<file path="config.mk">
export PLATFORM = sky130hd
export DESIGN_NAME = window_controller
export DESIGN_NICKNAME = d
export VERILOG_FILES = /design/src/rtl/window_controller.sv
export SDC_FILE = /design/constraint.sdc
export NUM_CORES = 1
export LEC_CHECK = 0
export ABC_CLOCK_PERIOD_IN_PS = 2700
export CORE_MARGIN = 1.5
export CORE_UTILIZATION = 30
export DETAILED_ROUTE_END_ITERATION = 8
export GPL_ROUTABILITY_DRIVEN = 0
export PLACE_DENSITY = 0.48
export SLEW_MARGIN = 10
export SYNTH_ARGS = -nofsm -noshare
export SYNTH_HDL_FRONTEND = slang
export SYNTH_SLANG_ARGS = --single-unit
export TNS_END_PERCENT = 20
</file>
<file path="constraint.sdc">
create_clock -name clk_i -period 2.7 [get_ports clk_i]
set_input_delay 0.54 -clock clk_i [delete_from_list [all_inputs] [get_ports clk_i]]
set_output_delay 0.54 -clock clk_i [all_outputs]
set_load 0.02 [all_outputs]
</file>
<file path="src/rtl/window_controller.sv">
// Sequencing controller for window_buffer: accepts a raster pixel stream, drives the
// buffer shift enable and flags cycles where the buffer holds a stride-aligned window.
module window_controller #(
  parameter int unsigned LINE_LENGTH = 4,
  parameter int unsigned NUM_LINES   = 4,
  parameter int unsigned WINDOW_SIZE = 3,
  parameter int unsigned STRIDE      = 1
) (
  input  logic clk_i,
  input  logic rst_i,
  input  logic start_i,
  input  logic pixel_valid_i,
  output logic pixel_ready_o,
  output logic buf_enable_o,
  output logic window_valid_o,
  input  logic window_ready_i,
  output logic buffer_full_o,
  output logic [((NUM_LINES > 1) ? $clog2(NUM_LINES) : 1)-1:0]     row_o,
  output logic [((LINE_LENGTH > 1) ? $clog2(LINE_LENGTH) : 1)-1:0] col_o,
  output logic busy_o,
  output logic done_o
);

  localparam int unsigned RW = (NUM_LINES > 1) ? $clog2(NUM_LINES) : 1;
  localparam int unsigned CW = (LINE_LENGTH > 1) ? $clog2(LINE_LENGTH) : 1;
  localparam int unsigned SW = (STRIDE > 1) ? $clog2(STRIDE) : 1;

  typedef enum logic [1:0] {IDLE, STREAM, FLUSH} state_t;

  state_t        state;
  logic [CW-1:0] col;
  logic [RW-1:0] row;
  logic [SW-1:0] col_phase;
  logic [SW-1:0] row_phase;
  logic          accept;
  logic          last_col;
  logic          last_pixel;
  logic          qualify;
  logic          fill_point;

  // col/row/phase describe the pixel that the next accept will carry
  assign pixel_ready_o = (state == STREAM) && (!window_valid_o || window_ready_i);
  assign buf_enable_o  = pixel_valid_i && pixel_ready_o;
  assign accept        = buf_enable_o;
  assign last_col      = (col == CW'(LINE_LENGTH - 1));
  assign last_pixel    = last_col && (row == RW'(NUM_LINES - 1));
  assign fill_point    = (col == CW'(WINDOW_SIZE - 1)) && (row == RW'(WINDOW_SIZE - 1));
  assign qualify       = (col >= CW'(WINDOW_SIZE - 1)) && (row >= RW'(WINDOW_SIZE - 1)) &&
                         (col_phase == '0) && (row_phase == '0);

  always_ff @(posedge clk_i) begin
    if (rst_i) begin
      state          <= IDLE;
      col            <= '0;
      row            <= '0;
      col_phase      <= '0;
      row_phase      <= '0;
      window_valid_o <= 1'b0;
      buffer_full_o  <= 1'b0;
      row_o          <= '0;
      col_o          <= '0;
      busy_o         <= 1'b0;
      done_o         <= 1'b0;
    end else begin
      done_o <= 1'b0;

      // a qualifying accept replaces a consumed window in the same cycle
      if (accept && qualify) begin
        window_valid_o <= 1'b1;
      end else if (window_ready_i) begin
        window_valid_o <= 1'b0;
      end

      if (accept) begin
        row_o <= row;
        col_o <= col;
        if (fill_point) begin
          buffer_full_o <= 1'b1;
        end
        if (last_col) begin
          col       <= '0;
          col_phase <= '0;
          row       <= last_pixel ? '0 : row + 1'b1;
          if (row >= RW'(WINDOW_SIZE - 1)) begin
            row_phase <= (row_phase == SW'(STRIDE - 1)) ? '0 : row_phase + 1'b1;
          end else begin
            row_phase <= '0;
          end
        end else begin
          col <= col + 1'b1;
          if (col >= CW'(WINDOW_SIZE - 1)) begin
            col_phase <= (col_phase == SW'(STRIDE - 1)) ? '0 : col_phase + 1'b1;
          end else begin
            col_phase <= '0;
          end
        end
      end

      case (state)
        IDLE: begin
          if (start_i) begin
            state         <= STREAM;
            busy_o        <= 1'b1;
            col           <= '0;
            row           <= '0;
            col_phase     <= '0;
            row_phase     <= '0;
            row_o         <= '0;
            col_o         <= '0;
            buffer_full_o <= 1'b0;
          end else if (done_o) begin
            busy_o <= 1'b0;
          end
        end
        STREAM: begin
          if (accept && last_pixel) begin
            state <= FLUSH;
          end
        end
        FLUSH: begin
          // drain the final window before declaring the frame done
          if (!window_valid_o || window_ready_i) begin
            done_o <= 1'b1;
            state  <= IDLE;
          end
        end
        default: state <= IDLE;
      endcase
    end
  end

endmodule

</file>
==> flow_metrics.py, run 1 <==
metrics = {
    "outcome": {
        "status": "complete, no violations",
    },
    "placement": {
        "portBuffers": 14,
        "dpl_cell_area_sq_um": 942,
        "dp_hpwl_um": 1230,
    },
    "cells_and_area": {
        "fin_area_sq_um": 978,
        "antenna_cells": 0,
        "final_nets": 113,
        "final_common_cell": "dfxtp_1",
        "final_cell_mix": "16 x dfxtp_1, 14 x clkdlybuf4s50_1, 10 x nor2_1, 9 x a21oi_1, 7 x nand4_1",
        "area_growth_pct": 27.6,
        "num-fill-cells": 249,
        "drive_gt1_share_pct": 11.8,
    },
    "clock_network": {
        "path_clk_slew_ps": 100,
        "cts_hold_buffers": 0,
        "root_buffer": "clkbuf_4",
        "cts_buffer_depth": 2,
        "cts_sinks": 16,
        "clk_latency_ps": 290,
        "h-tree-depth": 1,
        "cts_tree": "built",
        "cts_resized": 0,
        "postCtsSetupRepairBufs": 0,
        "cts_buffers": 3,
    },
    "drt": {
        "wl_met3_um": 62,
        "drt_iter0_markers": 11,
        "vias": 660,
        "routed-wl-met2_um": 747,
        "ant_nets": 0,
        "avgViaCountPerCell": 5.00,
        "drt-met1-wl_um": 879,
        "post-route-drc-count": 0,
        "routed_wl_um": 1700,
        "top_layer_used": "met4",
        "dr.pass1.iters": 3,
        "wl_per_cell_um": 12.9,
    },
    "worst_setup_path": {
        "critPathBufInv": 3,
        "path_class": "input port to output pin",
        "crit_path_max_incr_delay_ps": 640,
        "worstSetupEndpointType": "output pin",
        "crit_path_start_kind": "input port",
        "cp_max_fo": 6,
        "startpoint": "pixel_valid_i",
        "cp_data_required_time_ps": 2160,
        "critPathSlowestCell": "clkdlybuf4s50_1",
        "cp_common_cell": "clkdlybuf4s50_1",
        "worstPathArrival_ps": 2000,
        "critical_path.top_delay_family": "buffers and inverters",
        "worstPathCellList": "clkdlybuf4s50_1, inv_1, nor3_2, clkdlybuf4s50_1",
        "rr_startpoint": "row[0]",
    },
    "sta": {
        "post-route-min-period_ps": 2540,
        "hold_viol": 0,
        "finalCritPeriodShare_pct": 94.0,
        "finalClockSkew_ps": 4.92,
        "maxClockFrequency_mhz": 394,
        "finalSetupViolations": 0,
        "rsz0062_at_grt": "false",
        "worst_pin_slew_ps": 428,
        "fin_hold_ws_ps": 437,
        "setup_tns_ps": 0,
        "drv_slew": 0,
        "max_slew_margin_pct": 71.5,
    },
    "grt": {
        "grt_pass1_vias": 605,
        "grt_pass1_wl_um": 2890,
        "antenna_found_initial": 0,
        "grt_max_degree": 12,
        "grt_usage_pct": 14.3,
        "grt-ovfl-total": 0,
    },
    "synth": {
        "syn_area_per_cell_sq_um": 8.92,
        "netlist_area_sq_um": 767,
        "synth_cell_types": 28,
        "synthArstFlopShare_pct": 0,
        "synth-seq-cells": 16,
        "yosysWarningCount": 0,
        "ys.flop_type": "dfxtp_1",
        "synth_edf_count": 0,
        "yosysSeqAreaShare_pct": 41.8,
        "synth_nets": 96,
        "netlist_instances": 86,
    },
    "floorplanning": {
        "core_sq_mm": 0.00245,
        "die_h_um": 53.6,
        "start_util_pct": 31.2,
        "die_area_sq_mm": 0.00287,
        "rows": 18,
        "die_width_um": 53.6,
        "ioPinCount": 15,
    },
    "pwr": {
        "worst_ir_drop_vdd_mv": 0.256,
        "p_leak_nw": 0.372,
        "power_mw": 0.453,
        "powerDensity_mw_per_mm2": 463,
    },
    "worst_hold_path": {
        "min_from": "row_phase",
        "min_path_type": "flip-flop to flip-flop",
    },
    "job": {
        "maxCapViolCount": 0,
    },
}
## sequential cells by signal, indices dropped and copies added (netlist names)
name            cells
row_phase           1
done_o              1
row                 2
col_phase           1
state               2
row_o               2
col                 2
buffer_full_o       1
window_valid_o      1
col_o               2
busy_o              1
## final timing paths
check                      end  slack [ps]  cells after the start
hold reg to reg      row_phase         440                      2
hold / removal       row_phase         440                      2
setup reg to reg        row[1]        1260                      4
setup / recovery  buf_enable_o         160                      4
## metrics by stage
stage | utilization, % | instances | worst slack, ps
after floorplan | - | 86 | 901
after global placement | 38.4 | 128 | 165
after detailed placement | 38.4 | 128 | 180
after CTS | 39.9 | 132 | 164
after global routing | 39.9 | 132 | 84.3
final | 39.9 | 132 | 163
## cells by family (layout without fill, tap and decap cells)
group                    count (synthesis)  count (layout)  share of synthesized area [%]
buffers and inverters                   10              26                           6.20
adder cells (fa/ha/maj)                  5               5                           8.16
AND/OR/NAND/NOR                         31              31                           22.7
AO/OA/AOI/OAI                           24              24                           21.2
flip-flops                              16              16                           41.8
## cell usage after synthesis, drive strengths merged (2+ instances only)
cell type   n  area (sq um)
nand2b      2          12.5
o31ai       6          45.0
nor3        2          15.0
inv         4          15.0
dfxtp      16           320
nand4       7          43.8
a211oi      2          15.0
nand2       2          7.51
nor2       10          37.5
buf         3          21.3
a31o        2          17.5
ha          5          62.6
a21oi       9          45.0
a31oi       2          12.5
clkbuf      3          11.3
## worst min-delay path, delay by kind of cell, from the launching register on
kind | cells | cell delay [ps]
DFF | 1 | 320
AOI/OAI and AO/OA | 1 | 30
buffers and inverters | 1 | 50
## cell type report
class                   instances  area (sq um)  area share [%]
multi-input cells              60           399            40.8
flip-flops and latches         16           320            32.7
well taps                      30          37.5            3.84
clock buffers                   4          36.3            3.71
inverters                       4          15.0            1.53
repair buffers                 18           170            17.4
## layer usage
layer  vias up  global-route usage (%)
met5         -                       0
li1        349                       -
met1       300                    19.6
met3         2                    5.83
met4         0                    2.56
met2         9                    21.4
## report_power, final
group | switching (mW) | internal [mW]
registers | 0.00388 | 0.240
logic | 0.0265 | 0.0206
clock network | 0.0801 | 0.0822
total | 0.110 | 0.342
Power figures use the tool's default switching activity.
==> run 2: changes to the inputs <==
--- a/config.mk
+++ b/config.mk
@@ -5,12 +5,12 @@
 export SDC_FILE = /design/constraint.sdc
 export NUM_CORES = 1
 export LEC_CHECK = 0
-export ABC_CLOCK_PERIOD_IN_PS = 2700
+export ABC_CLOCK_PERIOD_IN_PS = 2200
 export CORE_MARGIN = 1.5
 export CORE_UTILIZATION = 30
 export DETAILED_ROUTE_END_ITERATION = 8
 export GPL_ROUTABILITY_DRIVEN = 0
-export PLACE_DENSITY = 0.48
+export PLACE_DENSITY = 0.5
 export SLEW_MARGIN = 10
 export SYNTH_ARGS = -nofsm -noshare
 export SYNTH_HDL_FRONTEND = slang
==> constraint.sdc (replaced) <==
create_clock -name clk_i -period 2.2 [get_ports clk_i]
set_input_delay 0.44 -clock clk_i [delete_from_list [all_inputs] [get_ports clk_i]]
set_output_delay 0.44 -clock clk_i [all_outputs]
set_load 0.02 [all_outputs]
==> flow_metrics.py, run 2 (same netlist as run 1, synthesis figures left out) <==
metrics = {
    "outcome": {
        "status": "complete, no violations",
    },
    "sta": {
        "post-route-min-period_ps": 2080,
        "fin_hold_ws_ps": 439,
        "rsz0062_at_grt": "false",
        "drv_slew": 0,
        "maxClockFrequency_mhz": 482,
        "finalCritPeriodShare_pct": 94.4,
        "finalClockSkew_ps": 2.18,
        "max_slew_margin_pct": 71.9,
        "finalSetupViolations": 0,
        "hold_viol": 0,
        "worst_pin_slew_ps": 421,
        "setup_slack_ps": 124,
    },
    "clock_network": {
        "h-tree-depth": 1,
        "clk_latency_ps": 280,
        "cts_buffers": 3,
        "postCtsSetupRepairBufs": 0,
        "cts_buffer_depth": 2,
        "cts_tree": "built",
        "cts_sinks": 16,
        "root_buffer": "clkbuf_4",
        "path_clk_slew_ps": 90,
    },
    "grt": {
        "antenna_found_initial": 0,
        "grt_usage_pct": 13.0,
        "grt_max_degree": 12,
        "grt_pass1_wl_um": 2620,
        "grt_pass1_vias": 559,
        "grt-ovfl-total": 0,
    },
    "cells_and_area": {
        "area_growth_pct": 28.4,
        "final_cell_mix": "16 x dfxtp_1, 12 x clkdlybuf4s50_1, 10 x nor2_1, 9 x a21oi_1",
        "layout.cells.non_filler": 134,
        "final_common_cell": "dfxtp_1",
        "drive_gt1_share_pct": 13.5,
        "fin_util_pct": 40.1,
        "final_nets": 116,
        "antenna_cells": 0,
    },
    "worst_setup_path": {
        "cp_max_fo": 4,
        "rr_startpoint": "state[1]",
        "ff2ff_path_depth": 4,
        "regToRegSetupSlack_ps": 710,
        "critPathCapture": "buf_enable_o",
        "cp_data_required_time_ps": 1760,
        "crit_path_start_kind": "input port",
        "path_class": "input port to output pin",
        "worstSetupEndpointType": "output pin",
        "r2r_end": "row[1]",
        "startpoint": "window_ready_i",
        "worstPathArrival_ps": 1640,
    },
    "placement": {
        "place_inst": 131,
        "portBuffers": 14,
        "preCtsSetupSlack_ps": -162,
        "dp_hpwl_um": 1240,
    },
    "drt": {
        "routed_wl_um": 1690,
        "ant_nets": 0,
        "avgViaCountPerCell": 5.14,
        "dr.pass1.iters": 4,
        "wl_per_cell_um": 12.6,
        "post-route-drc-count": 0,
        "vias": 689,
        "drt_iter0_markers": 16,
    },
    "floorplanning": {
        "ioPinCount": 15,
        "core_sq_mm": 0.00245,
        "die_h_um": 53.6,
        "die_area_sq_mm": 0.00287,
        "start_util_pct": 31.2,
        "die_width_um": 53.6,
        "rows": 18,
    },
    "worst_hold_path": {
        "min_path_type": "flip-flop to flip-flop",
        "min_from": "row_phase",
    },
    "pwr": {
        "worst_ir_drop_vdd_mv": 0.336,
        "p_leak_nw": 0.386,
        "powerDensity_mw_per_mm2": 520,
        "power_mw": 0.512,
    },
    "job": {
        "maxCapViolCount": 0,
    },
}
-- run 2: cell types whose count changed in the layout (fill, tap and decap cells not counted) --
cell and delta:
clkbuf_8 -1, dlygate4sd2_1 +2, buf_4 +3, clkdlybuf4s50_1 -2
-- run 2: layer usage --
layer | up-vias | part of all wire [%] | global-route usage (%)
met5 | - | 0 | 0
met4 | 0 | 0.83 | 7.69
met3 | 2 | 3.4 | 1.67
met2 | 11 | 48 | 18.7
met1 | 325 | 48 | 18.4
li1 | 351 | - | -
-- run 2: layout make-up --
class                           count  area [sq um]
Fill cell                         246          1470
Multi-Input combinational cell     60           399
Clock buffer                        3          22.5
Sequential cell                    16           320
Inverter                            4          15.0
Tap cell                           30          37.5
Timing Repair Buffer               21           190
-- run 2: where the power goes --
group	leakage [nW]	internal [mW]	switching, mW
combinational	0.242	0.0263	0.0334
clock	0.0138	0.0635	0.0902
sequential	0.130	0.294	0.00480
total	0.386	0.384	0.128
-- run 2: repair_timing --
action / CTS / global route
endpoints found under the setup margin: 2 / 0
gates resized for setup: 2 / 0
hold buffers: 0 / 0
-- run 2: worst min-delay path by stage --
| stage | to | slack, ps | cells after the start |
|---|---|---|---|
| 2_1_floorplan | row_phase | 410 | 2 |
| 3_3_place_gp | row_phase | 420 | 2 |
| 3_5_place_dp | row_phase | 430 | 2 |
| 4_1_cts | row_phase | 440 | 2 |
| 5_1_grt | row_phase | 460 | 2 |
| 6_report | row_phase | 440 | 2 |
-- run 2: critical path, stage by stage --
cell and delay [ps]:
clkdlybuf4s50_1 470, nor2b_1 50, buf_4 150, nor3_2 170, dlygate4sd2_1 350
-- run 2: stage by stage --
step	setup TNS (ps)	cell area, sq um
after floorplan	0	767
after global placement	-271	965
after detailed placement	-279	965
after CTS	0	985
after global routing	0	985
final	0	985
==> run 3: changes to the inputs <==
--- a/config.mk
+++ b/config.mk
@@ -5,12 +5,12 @@
 export SDC_FILE = /design/constraint.sdc
 export NUM_CORES = 1
 export LEC_CHECK = 0
-export ABC_CLOCK_PERIOD_IN_PS = 2200
+export ABC_CLOCK_PERIOD_IN_PS = 2600
 export CORE_MARGIN = 1.5
 export CORE_UTILIZATION = 30
 export DETAILED_ROUTE_END_ITERATION = 8
 export GPL_ROUTABILITY_DRIVEN = 0
-export PLACE_DENSITY = 0.5
+export PLACE_DENSITY = 0.48
 export SLEW_MARGIN = 10
 export SYNTH_ARGS = -nofsm -noshare
 export SYNTH_HDL_FRONTEND = slang
==> constraint.sdc (replaced) <==
create_clock -name clk_i -period 2.6 [get_ports clk_i]
set_input_delay 0.52 -clock clk_i [delete_from_list [all_inputs] [get_ports clk_i]]
set_output_delay 0.52 -clock clk_i [all_outputs]
set_load 0.02 [all_outputs]
==> flow_metrics.py, run 3 (same netlist as run 1, synthesis figures left out) <==
metrics = {
    "outcome": {
        "status": "complete, no violations",
    },
    "cells_and_area": {
        "area_growth_pct": 28.5,
        "final_nets": 114,
        "num-fill-cells": 258,
        "drive_gt1_share_pct": 12.6,
        "final_cell_mix": "16 x dfxtp_1, 14 x clkdlybuf4s50_1, 10 x nor2_1, 9 x a21oi_1, 7 x nand4_1",
        "final_common_cell": "dfxtp_1",
        "layout.cells.non_filler": 133,
        "antenna_cells": 0,
        "fin_area_sq_um": 986,
    },
    "floorplanning": {
        "die_h_um": 53.6,
        "die_width_um": 53.6,
        "ioPinCount": 15,
        "rows": 18,
        "start_util_pct": 31.2,
        "die_area_sq_mm": 0.00287,
        "core_sq_mm": 0.00245,
    },
    "pwr": {
        "powerDensity_mw_per_mm2": 476,
        "p_leak_nw": 0.377,
        "worst_ir_drop_vdd_mv": 0.377,
    },
    "placement": {
        "portBuffers": 14,
        "dpl_cell_area_sq_um": 950,
        "dp_hpwl_um": 1240,
        "place_inst": 129,
    },
    "sta": {
        "rsz0062_at_grt": "false",
        "finalClockSkew_ps": 2.10,
        "finalSetupViolations": 0,
        "max_slew_margin_pct": 72.1,
        "finalCritPeriodShare_pct": 94.1,
        "worst_pin_slew_ps": 419,
        "drv_slew": 0,
        "fin_hold_ws_ps": 444,
        "maxClockFrequency_mhz": 409,
        "post-route-min-period_ps": 2450,
        "setup_tns_ps": 0,
        "hold_viol": 0,
    },
    "drt": {
        "ant_nets": 0,
        "wl_per_cell_um": 13.1,
        "vias": 693,
        "dr.pass1.iters": 4,
        "post-route-drc-count": 0,
        "drt_iter0_markers": 6,
        "routed_wl_um": 1740,
        "avgViaCountPerCell": 5.21,
    },
    "clock_network": {
        "root_buffer": "clkbuf_4",
        "path_clk_slew_ps": 100,
        "cts_resized": 0,
        "cts_sinks": 16,
        "cts_hold_buffers": 0,
        "cts_buffers": 3,
        "cts_buffer_depth": 2,
        "postCtsSetupRepairBufs": 0,
        "clk_latency_ps": 290,
        "h-tree-depth": 1,
        "cts_tree": "built",
    },
    "job": {
        "maxCapViolCount": 0,
    },
    "grt": {
        "grt_usage_pct": 14.4,
        "grt_max_degree": 12,
        "grt_pass1_wl_um": 2990,
        "grt_pass1_vias": 642,
        "grt-ovfl-total": 0,
        "antenna_found_initial": 0,
    },
    "worst_setup_path": {
        "worstPathArrival_ps": 1930,
        "crit_path_start_kind": "input port",
        "path_class": "input port to output pin",
        "worstSetupEndpointType": "output pin",
        "cp_max_fo": 4,
        "cp_data_required_time_ps": 2080,
    },
    "worst_hold_path": {
        "min_path_type": "flip-flop to flip-flop",
    },
}
## run 3: changes by cell type in the layout (fill, tap and decap cells not counted), sizes merged
cell           previous run  this run
clkdlybuf4s50            12        14
dlygate4sd2               2         0
clkbuf                    3         4
buf                       7         5
## run 3: report_power, final
part | switching [mW] | leakage, nW | internal (mW)
Clock | 0.0814 | 0.0210 | 0.0853
Combinational | 0.0276 | 0.226 | 0.0223
Sequential | 0.00424 | 0.130 | 0.249
## run 3: routing by layer
metal  vias up  part of all wire, %  GRT usage, %
met5         -                    0             0
met1       332                   50          19.0
met4         0                 0.57          3.42
li1        349                    -             -
met2        10                   46          22.0
met3         2                  4.2          5.83
## run 3: final cells by class
type	instances	area, sq um	area share [%]
multi-input combinational	60	399	40.5
sequential	16	320	32.5
timing repair buffer	19	178	18.0
tap	30	37.5	3.81
clock buffer	4	36.3	3.68
inverter	4	15.0	1.52
## run 3: metrics by stage
step                setup WS, ps  power (mW)  utilization (%)
global placement            88.6       0.309             38.7
global route                20.1       0.497             40.2
finish                       153       0.470             40.2
floorplan                    841       0.288                -
CTS                          137       0.480             40.2
detailed placement           140       0.309             38.7
## run 3: critical path, stage by stage
cell	delay, ps
clkdlybuf4s50_1	410
nor2b_1	340
nor2_1	100
clkdlybuf4s50_1	550
## run 3: final timing paths
| check | startpoint | endpoint | slack [ps] | depth (start not counted) |
|---|---|---|---|---|
| worst max-delay path | window_ready_i | pixel_ready_o | 150 | 4 |
| worst min-delay path | row_phase | row_phase | 440 | 2 |
| worst max register to register | row[0] | row[1] | 1170 | 4 |
| worst min register to register | row_phase | row_phase | 440 | 2 |
